## src/rtl/serdes_lane_engine.sv

```systemverilog
// serdes_lane_engine: multi-lane word serializer with one-word hold buffer and sync-framed deserializer.
module serdes_lane_engine #(
  parameter int WIDTH = 8,
  parameter int LANES = 4,
  parameter bit MSB_FIRST = 1'b1
) (
  input  logic                   sclk,
  input  logic                   reset_n,
  input  logic [LANES*WIDTH-1:0] tx_data,
  input  logic                   tx_valid,
  output logic                   tx_ready,
  output logic [LANES-1:0]       ser_out,
  output logic                   ser_sync,
  input  logic [LANES-1:0]       ser_in,
  input  logic                   ser_sync_in,
  output logic [LANES*WIDTH-1:0] rx_data,
  output logic                   rx_valid,
  output logic                   rx_error
);
  localparam int CW = $clog2(WIDTH);
  localparam logic [CW-1:0] LAST = CW'(WIDTH - 1);
  if (WIDTH < 2 || LANES < 1) begin : g_bad_params
    $error("serdes_lane_engine: WIDTH must be >= 2 and LANES >= 1");
  end
  typedef enum logic {IDLE, COLLECT} rx_state_t;
  logic [LANES*WIDTH-1:0] sh, hold, src, rsh, rsh_nxt;
  logic [LANES-1:0] nbit;
  logic [CW-1:0] tcnt, idx, pos, rcnt;
  logic hold_full, busy, last, accept, load_new, load_hold, load, run;
  rx_state_t rx_state;
  assign tx_ready  = !hold_full;
  assign accept    = tx_valid && tx_ready;
  assign last      = busy && tcnt == LAST;
  assign load_new  = accept && (!busy || last);
  assign load_hold = last && hold_full;
  assign load      = load_new || load_hold;
  assign run       = load || (busy && !last);
  assign src       = load_new ? tx_data : load_hold ? hold : sh;
  // ser_out is registered, so it is loaded with the bit that goes out next cycle
  assign idx       = load ? '0 : tcnt + 1'b1;
  assign pos       = MSB_FIRST ? LAST - idx : idx;
  for (genvar g = 0; g < LANES; g++) begin : g_lane
    logic [WIDTH-1:0] tw, rw;
    assign tw = src[g*WIDTH +: WIDTH];
    assign nbit[g] = tw[pos];
    assign rw = rsh[g*WIDTH +: WIDTH];
    assign rsh_nxt[g*WIDTH +: WIDTH] = MSB_FIRST ? {rw[WIDTH-2:0], ser_in[g]} : {ser_in[g], rw[WIDTH-1:1]};
  end
  always_ff @(posedge sclk or negedge reset_n)
    if (!reset_n) begin
      sh        <= '0;
      hold      <= '0;
      hold_full <= 1'b0;
      busy      <= 1'b0;
      tcnt      <= '0;
      ser_out   <= '0;
      ser_sync  <= 1'b0;
    end else begin
      if (accept && !load_new) begin
        hold      <= tx_data;
        hold_full <= 1'b1;
      end else if (load_hold)
        hold_full <= 1'b0;
      sh       <= src;
      busy     <= run;
      tcnt     <= (busy && !last) ? tcnt + 1'b1 : '0;
      ser_out  <= run ? nbit : '0;
      ser_sync <= load;
    end
  // Sync always wins: a sync during a partial word drops it and restarts at bit 0
  always_ff @(posedge sclk or negedge reset_n)
    if (!reset_n) begin
      rx_state <= IDLE;
      rcnt     <= '0;
      rsh      <= '0;
      rx_data  <= '0;
      rx_valid <= 1'b0;
      rx_error <= 1'b0;
    end else begin
      rx_valid <= 1'b0;
      rx_error <= 1'b0;
      if (ser_sync_in) begin
        rx_error <= rx_state == COLLECT;
        rx_state <= COLLECT;
        rcnt     <= CW'(1);
        rsh      <= rsh_nxt;
      end else if (rx_state == COLLECT) begin
        rsh <= rsh_nxt;
        if (rcnt == LAST) begin
          rx_data  <= rsh_nxt;
          rx_valid <= 1'b1;
          rx_state <= IDLE;
          rcnt     <= '0;
        end else
          rcnt <= rcnt + 1'b1;
      end
    end
endmodule
```

## config.mk

```make
export PLATFORM = sky130hd
export DESIGN_NAME = serdes_lane_engine
export DESIGN_NICKNAME = d
export VERILOG_FILES = /design/src/rtl/serdes_lane_engine.sv
export SDC_FILE = /design/constraint.sdc
export NUM_CORES = 1
export LEC_CHECK = 0
export BUFFER_PORTS_ARGS = -buffer_cell sky130_fd_sc_hd__buf_2
export CORE_UTILIZATION = 50
export CTS_CLUSTER_DIAMETER = 200
export DETAILED_ROUTE_END_ITERATION = 7
export PLACE_DENSITY = 0.79
export SETUP_SLACK_MARGIN = 0.4
export SLEW_MARGIN = 10
export SYNTH_ARGS = -nofsm -noshare
export SYNTH_HDL_FRONTEND = slang
export SYNTH_SLANG_ARGS = --single-unit
export TNS_END_PERCENT = 5
```

## constraint.sdc

```tcl
create_clock -name sclk -period 5 [get_ports sclk]
set_input_delay 0.75 -clock sclk [delete_from_list [all_inputs] [get_ports sclk]]
set_output_delay 0.75 -clock sclk [all_outputs]
set_load 0.01 [all_outputs]
```

# Word level (Yosys, flattened, before mapping)
# Cells that the tools add are included.
# word_totals
word_cells,63
input_bits,40
ff_bits,143
output_inout_bits,40
# op_classes
n_addsub,3
bitwise_logic,1
n_lt_le_gt_ge,1
eq_ne,2
muxes,27
n_reduce_logical,16
# op_table
op,n
$mux W32,2
$mux W31,2
$mux W3,5
$mux W1,13
$bmux W1 S3,4
$add A3 B1 Y3 const B,2
$eq A3 B3 Y1 const B,2
$logic_and A1 B1 Y1,6
$logic_not A1 Y1,4
$lt A3 B4 Y1 const B,1
$mux W4,1
$reduce_bool A2 Y1,2
$logic_or A1 B1 Y1,3
$reduce_and A3 Y1,1
$sub A3 B3 Y3 const A,1
$not A1 Y1,1

# Logic depth before layout (Yosys ltp)
# Gate-level depths: netlist (run 1).
# logic_depth
ltp_word,10
depth_mapped,11
ltp_nobuf,7

# Worst setup path before layout (run 1)
# No wires, ideal clock.
# synth_timing
path_type,register -> register
startpoint,reg tcnt[0]
endpoint,reg ser_out[1]
path_slack_ns,2.836
setup_time_ns,0.134
stages_incl_launch_ff,11
n_path_buf,3
arrival_ns,2.030
cell_sequence,dfrtp_1 > ha_1 > ha_1 > buf_2 > nand2b_4 > buf_6 > buf_6 > a31oi_1 > a211oi_1 > o41ai_1 > o21ai_1
# synth_via
elab_chain_cells,10
# synth_rtl
element,line,text
start: declaration,28,"logic [CW-1:0] tcnt, idx, pos, rcnt;"
start signal: assignment,66,tcnt <= (busy && !last) ? tcnt + 1'b1 : '0;
$eq A3 B3 Y1,33,assign last = busy && tcnt == LAST;
$logic_and A1 B1 Y1,33,
$logic_or A1 B1 Y1,34,assign load_new = accept && (!busy || last);
$logic_and A1 B1 Y1,34,
$logic_or A1 B1 Y1,36,assign load = load_new || load_hold;
$mux W3,40,assign idx = load ? '0 : tcnt + 1'b1;
$sub A3 B3 Y3,41,assign pos = MSB_FIRST ? LAST - idx : idx;
$bmux W1 S3,45,assign nbit[g] = tw[pos];
$mux W1 (not written as such),45,
$mux W4 *,67,ser_out <= run ? nbit : '0;
end signal: assignment,67,
end: declaration,12,"output logic [LANES-1:0] ser_out,"
# Mark *: on every way between the ends. The rest lies on a longest branch, timed or not. The select of a mux whose other input is x is not followed.
# A chain may end at the register's enable or synchronous reset.

# Worst setup path in the final report (run 1)
# layout_timing
startpoint,reg tcnt[0]
endpoint,reg hold[27]
# layout_via
elab_chain_cells,6
# layout_rtl
element,line,text
$eq A3 B3 Y1,33,
$logic_and A1 B1 Y1,33,
$logic_or A1 B1 Y1,34,
$logic_and A1 B1 Y1,34,
$logic_not A1 Y1,59,if (accept && !load_new) begin
$logic_and A1 B1 Y1,59,
end signal: assignment,60,hold <= tx_data;
end: declaration,26,"logic [LANES*WIDTH-1:0] sh, hold, src, rsh, rsh_nxt;"
# Every way passes these cells.

==> results.md, run 1 <==
* RSZ-0062 raised after global routing: false
* Final Util at 0.594
* CP Class: reg2reg
* PD cells at about 600 nW/um^2
* Initial Utilization at 0.511
* Chip width at approximately 120 um
* Crit path time final at 2830 ps
* Worst r2r path cells at 6
* Worst Path Max Fanout at 37
* LEAKAGE at ~3.6 nW
* Vias in the first global route at approximately 5,100
* Syn-to-layout area delta at 16.1%
* Worst flop-to-flop path startpoint: tcnt[0]
* CP Capture Type: flop
* First-pass DRT Iterations at 5
* Crit path max-delay family: simple AND/OR/NAND/NOR gates
* FMAX at roughly 350 MHz
* First-pass GRT wire length at 24,700 um
* Worst-Skew Late Latency at between 400 and 500 ps
* Synth Cell Area at 6450 sq um
* Hold Vio Cnt, Final at 0
* Area post-placement at 6930 sq um
* FF-to-FF setup slack at 2170 ps
* Post-route cell area at 7490 sq um
* Clock skew at about 9.0 ps
* Gates resized, CTS repair at 0
* Tightest Pin Transition at 1040 ps
* Num CTS Buffers at 17
* Worst r2r dst: hold[27]
* Setup TNS at 0 ps
* Flops & latches, synth at 140
* Hold Crit Class: in2async
* Post-synth cell types at between 50 and 60
* Initial antenna violation count at 1
* Slowest cell on the critical path: nor3_4
* Avg Vias per Cell at ~5.8
* Post-synth ARST share at 1.00
* CTS sink cnt at 140
* Die height at between 100 and 150 um
* Core Area at ~13,000 sq um
* GRT Util Overall at 0.243
* Rel. slew slack at 0.305
* Largest net degree at the start of global routing at 115
* Routed WL per cell at 17.3 um
* Most frequent cells after synthesis: 140 x dfrtp_1, 99 x nand2_1, 59 x mux2_2
* CP bufs+invs at 1
* Final #Nets at a little over 700
* Synth Net Count at 649
* Share of the synthesized area in the top cell type at 0.543
* Synthesized area per cell at 10.7 sq um
* Port Buffers at about 80
* Min Hold Slack at 425 ps
* Post-Route WL at approximately 15,000 um
* Yosys top cell by area: dfrtp_1
* CTS Hold Bufs at 0
* Starting DRT DRC Count at 410
* Inst Count DP at around 820
* Clock buffer depth at 2
* Number of synthesized flops with an enable pin at 0
* Yosys warning count at 0
* CP Data Arrival Time at approximately 3100 ps
* GP Congestion at around 0.88
* Row count at 41
* Layout cells sized above 1 at 0.277
* Post-CTS setup buffer count at 0
* Pre-CTS setup slack at between 2000 and 2500 ps
* Area contributors post-synth: dfrtp_1 54%, mux2_2 10%, nand2_1 5.8%
* Total vias in the final route at ~4,900
* Synth Flop Type: dfrtp_1
* Final setup viols at 0
* Most used cell, CP: ha_1
* CP Launch Type: flop
* Max VDD drop at about 300 uV
* Final period utilization at 0.566
* Max incr delay on CP at between 500 and 600 ps
* Die footprint at approximately 13,000 sq um
* Cells along the critical path: ha_1 > ha_1 > nand2b_4 > nor3_4 > buf_4 > mux2_2
* Diode count at 0
* Reg clk slew, reported paths at approximately 60 ps
* WP data required at between 5000 and 6000 ps
* Cell with the most instances after synthesis: dfrtp_1
* Grt ovf at 0
* Depth of the CTS H-tree at 4
* Tot Pwr at roughly 4.5 mW
* Status: completed
* Synth Instances at a little over 600
* Final Max Slew Viols at 0
* Drt drc at 0
* Post-route setup slack at approximately 2200 ps
* Root Buffer: clkbuf_16
* Num ports at 80
* Final Non-Filler Cells at ~850
* Routed Antenna Nets at 0
* Register area share after synthesis at 0.543
* Max cap viols at 0
* CTS tree: built
* HPWL after detailed placement at between 9000 and 10,000 um
[metal layers]
layer | share of wire | vias up | global-route usage
li1 | - | 2285 | -
met1 | 0.41 | 2430 | 0.289
met2 | 0.51 | 179 | 0.424
met3 | 0.065 | 30 | 0.0591
met4 | 0.018 | 2 | 0.0966
met5 | 0.00088 | - | 0
[flip-flops by register name, summed over array words and instances, names as in the netlist]
register	flops
hold	32
rx_data	32
sh	32
rsh	28
ser_out	4
rcnt	3
tcnt	3
busy	1
hold_full	1
rx_error	1
rx_state	1
rx_valid	1
ser_sync	1
[worst register-to-register path, stage by stage (launching register included)]
cell and delay [ps]:
dfrtp_1 430, ha_1 230, ha_1 290, nand2b_4 410, nor3_4 550, buf_4 420
mux2_2 390
[layout make-up]
type	instances	area, sq um
fillers	1044	5130
flip-flops and latches	140	3500
multi-input cells	416	2720
repair buffers	87	462
clock buffers	18	429
well taps	172	215
clock inverters	14	135
inverters	7	26.3
[cells by family (layout without fill, tap and decap cells)]
kind of cell / after synthesis / count (layout) / share of synthesized area
AND/OR/NAND/NOR: 224 / 224 / 0.174
flip-flops: 140 / 140 / 0.543
AO/OA/AOI/OAI: 124 / 124 / 0.125
multiplexers: 64 / 64 / 0.113
buffers and inverters: 49 / 126 / 0.0366
adder cells (fa/ha/maj): 4 / 4 / 0.00776
[where the power goes]
group | internal (mW) | switching [mW] | leakage (nW) | total [mW]
sequential | 1.57 | 0.222 | 1.68 | 1.79
combinational | 0.659 | 0.866 | 1.62 | 1.53
clock | 0.693 | 0.509 | 0.270 | 1.20
[layout by cell type (no fill, tap or decap), types with 4 or more instances in the layout]
cell	count
o21ai_0	46
a21oi_1	13
a31oi_1	7
and3_1	23
inv_6	4
clkbuf_16	17
ha_1	4
buf_2	78
dfrtp_1	140
nor2b_1	17
a21o_1	8
a211oi_1	14
o21ai_1	5
nand4b_1	4
inv_1	5
nor2_1	18
o211ai_1	5
buf_4	8
o211a_1	7
nand2_1	99
mux2_2	59
and3b_1	9
nand3_1	32
nand4_1	6
[worst max path at each step]
stage          startpoint         end  depth (start not counted)
2_1_floorplan     tcnt[0]  ser_out[1]                         10
3_3_place_gp      tcnt[0]    hold[16]                          6
3_5_place_dp      tcnt[0]    hold[27]                          6
4_1_cts           tcnt[0]    hold[27]                          6
5_1_grt           tcnt[0]    hold[27]                          6
6_report          tcnt[0]    hold[27]                          6
Note: power is estimated with default switching activity, not from simulation.
==> run 2: changes to the inputs <==
==> constraint.sdc (replaced) <==
create_clock -name sclk -period 2.92 [get_ports sclk]
set_input_delay 0.438 -clock sclk [delete_from_list [all_inputs] [get_ports sclk]]
set_output_delay 0.438 -clock sclk [all_outputs]
set_load 0.01 [all_outputs]
==> results.md, run 2 (synthesis gave the netlist of run 1 again) <==
* Status: completed (unchanged)
* Area of the multi-input gates at 2760 sq um (was 2720 sq um)
* Post-route setup slack at 485 ps (was 2170 ps)
* Row count at 41 (unchanged)
* Setup TNS at 0 ps (unchanged)
* Largest net degree at the start of global routing at 108 (was 115)
* WP data required at 3210 ps (was 5300 ps)
* Vias in the first global route at 4,976 (was 5,070)
* Hold Crit Class: in2async (unchanged)
* Area post-placement at 6970 sq um (was 6930 sq um)
* CP Class: reg2reg (unchanged)
* Most frequent cells in the layout: 140 x dfrtp_1, 99 x nand2_1, 78 x buf_2 (unchanged)
* Cells along the critical path: ha_1 > ha_2 > nand2b_4 > nand2_4 > o211a_1 > a2111oi_1 > o21ai_1 (was ha_1 > ha_1 > nand2b_4 > nor3_4 > buf_4 > mux2_2)
* Initial Utilization at 0.511 (unchanged)
* Layout cells sized above 1 at 0.286 (was 0.277)
* Depth of the CTS H-tree at 4 (unchanged)
* Crit path max-delay family: compound AO/OA/AOI/OAI gates (was simple AND/OR/NAND/NOR gates)
* Root Buffer: clkbuf_16 (unchanged)
* GRT Util Overall at 0.245 (was 0.243)
* Syn-to-layout area delta at 17.7% (was 16.1%)
* Post-CTS setup buffer count at 0 (unchanged)
* Final period utilization at 0.834 (was 0.566)
* Largest regs: hold: 32 flops, rx_data: 32 flops, sh: 32 flops (unchanged)
* CTS sink cnt at 140 (unchanged)
* Tightest Pin Transition at 1000 ps (was 1040 ps)
* CP bufs+invs at 0 (was 1)
* Final setup viols at 0 (unchanged)
* Clock buffer depth at 2 (unchanged)
* Avg Vias per Cell at 5.71 (was 5.77)
* Starting DRT DRC Count at 329 (was 410)
* Final Util at 0.602 (was 0.594)
* Hold Vio Cnt, Final at 0 (unchanged)
* Die footprint at 13,400 sq um (unchanged)
* Routed WL per cell at 17.4 um (was 17.3 um)
* Post-route cell area at 7590 sq um (was 7490 sq um)
* CTS tree: built (unchanged)
* Commonest non-fill, non-tap cell in the layout: dfrtp_1 (unchanged)
* Final Non-Filler Cells at 862 (was 854)
* Chip width at 116 um (unchanged)
* Post-Route WL at 15,000 um (was 14,800 um)
* Max cap viols at 0 (unchanged)
* Drt drc at 0 (unchanged)
* HPWL after detailed placement at 9370 um (was 9570 um)
* PD cells at 1040 nW/um^2 (was 603 nW/um^2)
* Clock skew at 5.57 ps (was 9.04 ps)
* GP Congestion at 0.860 (was 0.878)
* Core Area at 12,600 sq um (unchanged)
* CP Data Arrival Time at 2730 ps (was 3130 ps)
* CP Launch Type: flop (unchanged)
* RSZ-0062 raised after global routing: false (unchanged)
* Reg clk slew, reported paths at 60 ps (about the same)
* Worst-Skew Late Latency at 420 ps (about the same)
* Slowest cell on the critical path: a2111oi_1 (was nor3_4)
* Worst r2r path cells at 7 (was 6)
* Max VDD drop at 580 uV (was 294 uV)
* Num CTS Buffers at 17 (unchanged)
* Total vias in the final route at 4,920 (was 4,926)
* Inst Count DP at 828 (was 822)
* Diode count at 0 (unchanged)
* Port Buffers at 79 (unchanged)
* CP Capture Type: flop (unchanged)
* Grt ovf at 0 (unchanged)
* Num ports at 80 (unchanged)
* Critical path depth in cells at 7 (was 6)
* Min Hold Slack at 108 ps (was 425 ps)
* First-pass GRT wire length at 24,800 um (was 24,700 um)
* Rel. slew slack at 0.333 (was 0.305)
* Routed Antenna Nets at 0 (unchanged)
* Die height at 116 um (unchanged)
* FMAX at 411 MHz (was 354 MHz)
* Tot Pwr at 7.86 mW (was 4.52 mW)
* Initial antenna violation count at 1 (unchanged)
* Crit path time final at 2430 ps (was 2830 ps)
* Final #Nets at 721 (was 713)
* Max incr delay on CP at 550 ps (was 540 ps)
* First-pass DRT Iterations at 5 (unchanged)
* LEAKAGE at 3.61 nW (was 3.56 nW)
* Pre-CTS setup slack at 228 ps (was 2190 ps)
* Worst Path Max Fanout at 19 (was 37)
* Final Max Slew Viols at 0 (unchanged)
* Fill count at 1,072 (was 1,044)
* Register area at 3500 sq um (unchanged)
* CTS Hold Bufs at 0 (unchanged)
run 2: cell types whose count changed in the layout (fill, tap and decap cells not counted), sizes merged:
cell,change
inv,-3
clkbuf,+2
and2b,+1
nand2b,+1
buf,+6
bufinv,+1
run 2: timing repair:
action / 4_1_cts / 5_1_grt
resized for setup: 3 / 4
setup endpoints to repair: 1 / 2
gates cloned: 2 / 0
pin swaps: 0 / 0
run 2: per-layer routing:
layer	wire, um	track usage	vias to the layer above
li1	-	-	2315
met1	6370	0.303	2390
met2	7460	0.405	182
met3	846	0.0601	31
met4	347	0.117	2
met5	10	0	-
run 2: cell type report:
class | instances | share of cell area
Clock buffer | 20 | 0.0575
Clock inverter | 12 | 0.0185
Inverter | 7 | 0.00346
Multi-Input combinational cell | 418 | 0.363
Sequential cell | 140 | 0.461
Tap cell | 172 | 0.0283
Timing Repair Buffer | 93 | 0.0677
run 2: worst reg2reg max path: stages (launching register included):
cell and delay [ps]:
dfrtp_1 430, ha_1 180, ha_2 260, nand2b_4 350
nand2_4 160, o211a_1 270, a2111oi_1 550, o21ai_1 110
run 2: path summary, 6_finish.rpt:
check	from	endpoint	slack, ps
setup / recovery	tcnt[0]	ser_out[1]	490
hold / removal	reset_n	hold[0]	110
setup reg to reg	tcnt[0]	ser_out[1]	490
hold reg to reg	rx_data[3]	rx_data[3]	470
max in group asynchronous	reset_n	rsh[0]	1920
min in group sclk	ser_in[1]	rx_data[8]	220
run 2: where the power goes:
group	switching (mW)	internal (mW)
combinational	1.52	1.18
sequential	0.376	2.69
clock	0.832	1.26
